File: config.mk
export PLATFORM = sky130hd
export DESIGN_NAME = key_expansion_ctrl
export DESIGN_NICKNAME = d
export VERILOG_FILES = /design/src/rtl/aes_pkg.sv /design/src/rtl/g_function.sv /design/src/rtl/key_expansion_ctrl.sv
export SDC_FILE = /design/constraint.sdc
export NUM_CORES = 2
export LEC_CHECK = 0
export CAP_MARGIN = 15
export CORE_MARGIN = 3
export CORE_UTILIZATION = 40
export CTS_CLUSTER_DIAMETER = 50
export DETAILED_ROUTE_END_ITERATION = 8
export HOLD_SLACK_MARGIN = 0.05
export PLACE_DENSITY = 0.6
export SETUP_SLACK_MARGIN = 0.02
export SYNTH_ARGS = -nofsm -noshare
export SYNTH_HDL_FRONTEND = slang
export SYNTH_SLANG_ARGS = --single-unit
export TNS_END_PERCENT = 5
File: constraint.sdc
create_clock -name clk -period 29.8 [get_ports clk]
set_input_delay 5.96 -clock clk [delete_from_list [all_inputs] [get_ports clk]]
set_output_delay 5.96 -clock clk [all_outputs]
set_load 0.1 [all_outputs]
File: src/rtl/aes_pkg.sv
// aes_pkg: shared key-schedule FSM state type, round count default and key/word widths.
package aes_pkg;
    localparam int KEY_W          = 128;
    localparam int WORD_W         = 32;
    localparam int NUM_ROUNDS_DEF = 10;
    typedef enum logic [1:0] {IDLE, EMIT, STEP} ks_state_t;
endpackage

File: src/rtl/g_function.sv
// g_function: AES key-schedule g() = SubWord(RotWord(w)) ^ {Rcon(rc_idx), 24'h0}.
module g_function
    import aes_pkg::*;
(
    input  logic [WORD_W-1:0] w,
    input  logic [3:0]        rc_idx,
    output logic [WORD_W-1:0] g
);
    function automatic logic [7:0] gmul(input logic [7:0] a, input logic [7:0] b);
        logic [7:0] p, x;
        p = '0;
        x = a;
        for (int i = 0; i < 8; i++) begin
            if (b[i]) p = p ^ x;
            x = {x[6:0], 1'b0} ^ (x[7] ? 8'h1b : 8'h00);
        end
        return p;
    endfunction

    // S-box built from its definition: inverse as a^254, then the affine map
    function automatic logic [7:0] sbox(input logic [7:0] a);
        logic [7:0] r;
        r = 8'h01;
        for (int i = 7; i >= 0; i--) begin
            r = gmul(r, r);
            if (i != 0) r = gmul(r, a);
        end
        return r ^ {r[6:0], r[7]} ^ {r[5:0], r[7:6]} ^ {r[4:0], r[7:5]} ^ {r[3:0], r[7:4]} ^ 8'h63;
    endfunction

    function automatic logic [7:0] rcon(input logic [3:0] n);
        logic [7:0] r;
        r = 8'h01;
        for (int i = 1; i < 16; i++) if (i < int'(n)) r = gmul(r, 8'h02);
        return r;
    endfunction

    assign g = {sbox(w[23:16]) ^ rcon(rc_idx), sbox(w[15:8]), sbox(w[7:0]), sbox(w[31:24])};
endmodule

File: src/rtl/key_expansion_ctrl.sv
// key_expansion_ctrl: AES-128 round-key generator streaming one key per valid/ready handshake.
// Define ROUND_KEY_STORE_EN to add a round-key register file with a combinational read port.
module key_expansion_ctrl
    import aes_pkg::*;
#(
    parameter int NUM_ROUNDS = NUM_ROUNDS_DEF
) (
    input  logic             clk,
    input  logic             rst,
    input  logic             start,
    input  logic [KEY_W-1:0] key_in,
    input  logic             rk_ready,
`ifdef ROUND_KEY_STORE_EN
    input  logic [3:0]       rd_round,
    output logic [KEY_W-1:0] rd_key,
`endif
    output logic             busy,
    output logic             rk_valid,
    output logic [3:0]       rk_round,
    output logic [KEY_W-1:0] rk_data,
    output logic             done
);
    localparam logic [3:0] LAST = 4'(NUM_ROUNDS);

    ks_state_t         state, state_nx;
    logic [KEY_W-1:0]  key, key_nx;
    logic [3:0]        round, round_nx;
    logic [WORD_W-1:0] g, w4, w5, w6, w7;
    logic              hs, load, step;

    assign hs   = state == EMIT && rk_ready;
    assign load = state == IDLE && start;
    assign step = state == STEP;

    always_ff @(posedge clk or posedge rst)
        if (rst) state <= IDLE;
        else     state <= state_nx;

    always_comb
        state_nx = state == IDLE ? (start ? EMIT : IDLE)
                 : state == STEP ? EMIT
                 : hs ? (round == LAST ? IDLE : STEP) : EMIT;

    always_comb begin
        busy     = state != IDLE;
        rk_valid = state == EMIT;
    end

    // rcon index is pinned to 1 outside STEP so it never leaves 1..NUM_ROUNDS
    g_function u_g (.w(key[31:0]), .rc_idx(step ? round + 4'd1 : 4'd1), .g(g));

    assign w4       = key[127:96] ^ g;
    assign w5       = w4 ^ key[95:64];
    assign w6       = w5 ^ key[63:32];
    assign w7       = w6 ^ key[31:0];
    assign key_nx   = load ? key_in : {w4, w5, w6, w7};
    assign round_nx = load ? 4'd0 : round + 4'd1;

    always_ff @(posedge clk or posedge rst)
        if (rst) begin
            key   <= '0;
            round <= '0;
            done  <= 1'b0;
        end else begin
            done <= hs && round == LAST;
            if (load || step) begin
                key   <= key_nx;
                round <= round_nx;
            end
        end

    assign rk_round = round;
    assign rk_data  = key;

`ifdef ROUND_KEY_STORE_EN
    logic [KEY_W-1:0] store [NUM_ROUNDS+1];

    always_ff @(posedge clk or posedge rst)
        if (rst) for (int i = 0; i <= NUM_ROUNDS; i++) store[i] <= '0;
        else if (load || step) store[round_nx] <= key_nx;

    assign rd_key = rd_round <= LAST ? store[rd_round] : '0;
`endif
endmodule

==> run summary <==
Max cap viols: 0
Final Hold Viols: 0
Setup_tns: 0 ns
Reg2Reg Launch Point: rk_data[30]$_DFFE_PP0P_
Num CTS Buffers: 17
Most common cell on crit path: xnor2_1
Clock Skew: 0.0159 ns
Post-synthesis compound-gate area fraction: 16.1%
Most area-consuming cells after synthesis: xnor2_1 (19%), xnor3_1 (14%), xor2_1 (7.8%)
Worst Setup SP: rk_data[30]$_DFFE_PP0P_
Post-synth top area cell: xnor2_1
#FFs+latches synth: 135
Post_cts resized: 0
Final setup vio count: 0
Placer Congestion: 0.932
DR pass1 iterations: 9
Routed wire per std cell: 22.3 microns
Residual DRC count: 0
# nets final: 7860
WL met2: 97900 microns
Yosys top cell area share: 19.1%
H-tree depth: 4
Simple-gate share of the synthesized area: 18.0%
Worst R2R End: rk_data[1]$_DFFE_PP0P_
Crit Path Max Fanout: 38
Post-synthesis xor/xnor area fraction: 50.4%
RSZ-0062 raised after global routing: false
Post-CTS Setup Inserts: 0
Slew at the pin closest to its max-slew limit: 1.27 ns
Vias/cell: 5.90
Initial antenna violation count: 7
Die area: 164000 sq um
WP buf/inv: 11
Fin. max-slew vios: 0
Syn-to-layout area delta: 7.54%
Overflow after GRT: 0
CP endpoint: rk_data[1]$_DFFE_PP0P_
Final worst slack: 1.63 ns
ANT nets after route: 0
Clock Root Buffer: clkbuf_16
Top Ports: 267
Sink Count: 135
Vias in the first global route: 54400
Placed Area: 67600 sq um
Synth Flop Type: dfrtp_1
Share of cells above drive strength 1: 7.78%
Reg clk slew, reported paths: 0.08 ns
Starting Density: 40.5%
Post-synthesis adder-cell area fraction: 0.611%
Setup crit end kind: register
Place WS: 1.30 ns
Clock Tree Buf Depth: 2
Main combinational cell family by area after synthesis: XOR/XNOR gates
Largest net degree at the start of global routing: 77
Design area: 68300 sq um
I/O Buffers: 266
M1 WL: 95800 microns
CP Depth: 78
Synth cell count leaders: xnor2_1 (1382), nand2_1 (1114), nor2_1 (664), xor2_1 (568), xnor3_1 (402)
Total GRT Usage: 25.6%
Post-CTS Hold Fix Bufs: 0
Final Critical Period: 28.17 ns
Relative slew slack: 14.8%
Crit-path slowest cell: nor2b_1
Worst Setup Path Type: register to register
Seq/Total Area, Yosys: 5.32%
Post-Syn Area: 63500 sq um
Ys async rst share: 100%
Mux share of post-synthesis cell area: 4.87%
Fin crit share: 94.5%
Die X: 405 microns
Startpoint Class: register
Hold Path Depth: 2
Met3 routed WL: 19900 microns
Worst EP arrival: 28.63 ns
Path depth of the worst reg2reg path: 78
First-pass GRT wire length: 333000 microns
DPL Wire Length: 157000 microns
R2R setup slack: 1.63 ns
Highest clock rate: 0.0355 GHz
Detailed Route WL: 218000 microns
Routed vias: 57600
Core Footprint: 157000 sq um
Initial drt markers: 5739
Synth Instances: 7809
Cell family with most CP delay: XOR/XNOR gates
Avg Cell Area, Syn: 8.13 sq um
Num rows: 145
Synth warnings: 0
Max Used Layer: met5
HP Class: register to register
Synth cell types: 127
WP data required: 30.27 ns
Crit-path max cell delay: 0.82 ns
Die height: 405 microns
Number of synthesized flops with an enable pin: 0
Worst-Skew Late Latency: 0.53 ns
Syn nets: 7972
CTS tree: done
Dominant cell by count in the synthesized netlist: xnor2_1
Status: complete, no violations
[layer usage]
metal	vias up	GRT usage [%]
li1	26800	-
met1	28000	36.1
met2	2546	40.8
met3	287	4.52
met4	4	5.57
met5	-	0
[metrics by stage]
| stage | hold WS, ns | cells | utilization [%] |
|---|---|---|---|
| 6_report | 0.577 | 9770 | 43.5 |
| 5_1_grt | 0.590 | 9768 | 43.5 |
| 2_1_floorplan | 0.496 | 7809 | - |
| 3_3_place_gp | 0.542 | 9729 | 43.1 |
| 4_1_cts | 0.575 | 9762 | 43.5 |
| 3_5_place_dp | 0.552 | 9730 | 43.1 |
[cell families (layout without fill, tap and decap cells)]
family | count (synthesis) | count (layout)
xor+xnor | 2633 | 2633
simple gates | 2561 | 2561
compound gates | 1460 | 1460
buf+inv | 690 | 591
mux | 299 | 299
flops | 135 | 135
fa+ha+maj | 31 | 31
other cells | 0 | 2
[tightest hold or removal path: cells and delay by family, from the launching register on]
family | cells | cell delay (ns)
flip-flops | 1 | 0.40
AND/OR/NAND/NOR | 1 | 0.06
AO/OA/AOI/OAI | 1 | 0.08
[area by class of cell]
cell class | instances | area, sq um
repair buffers | 445 | 4030
clock inverters | 15 | 178
clock buffers | 17 | 425
inverters | 114 | 435
fillers | 15500 | 88600
multi-input cells | 6984 | 57200
well taps | 2058 | 2570
diodes | 2 | 5.00
flip-flops and latches | 135 | 3420
[flip-flops by register name (all words and copies together) (netlist names)]
signal	flops
done	1
rk_round	4
rk_data	128
state	2
[worst min path at each step]
stage / from / to / slack [ns]
after floorplan: state[1]$_DFF_PP0_ / state[0]$_DFF_PP0_ / 0.50
after global placement: rk_data[45]$_DFFE_PP0P_ / rk_data[45]$_DFFE_PP0P_ / 0.54
after detailed placement: rk_data[107]$_DFFE_PP0P_ / rk_data[107]$_DFFE_PP0P_ / 0.55
after CTS: rk_data[107]$_DFFE_PP0P_ / rk_data[107]$_DFFE_PP0P_ / 0.58
after global routing: rk_data[45]$_DFFE_PP0P_ / rk_data[45]$_DFFE_PP0P_ / 0.59
final: rk_data[45]$_DFFE_PP0P_ / rk_data[45]$_DFFE_PP0P_ / 0.58
[cell usage in the layout, fill, tap and decap left out, types with 71 or more instances in the layout]
cell type	instances
a21oi_1	297
a22oi_1	162
buf_4	178
clkdlybuf4s50_1	265
dfrtp_1	103
inv_1	77
mux2i_1	248
nand2_1	1113
nand2b_1	76
nand3_1	142
nor2_1	663
nor3_1	144
o211ai_1	71
o21ai_0	267
xnor2_1	1373
xnor2_2	107
xnor3_1	402
xor2_1	568
xor3_1	90
Power is not shown: default switching activity piles up to over one toggle a cycle in this logic, so the estimate is an artifact.
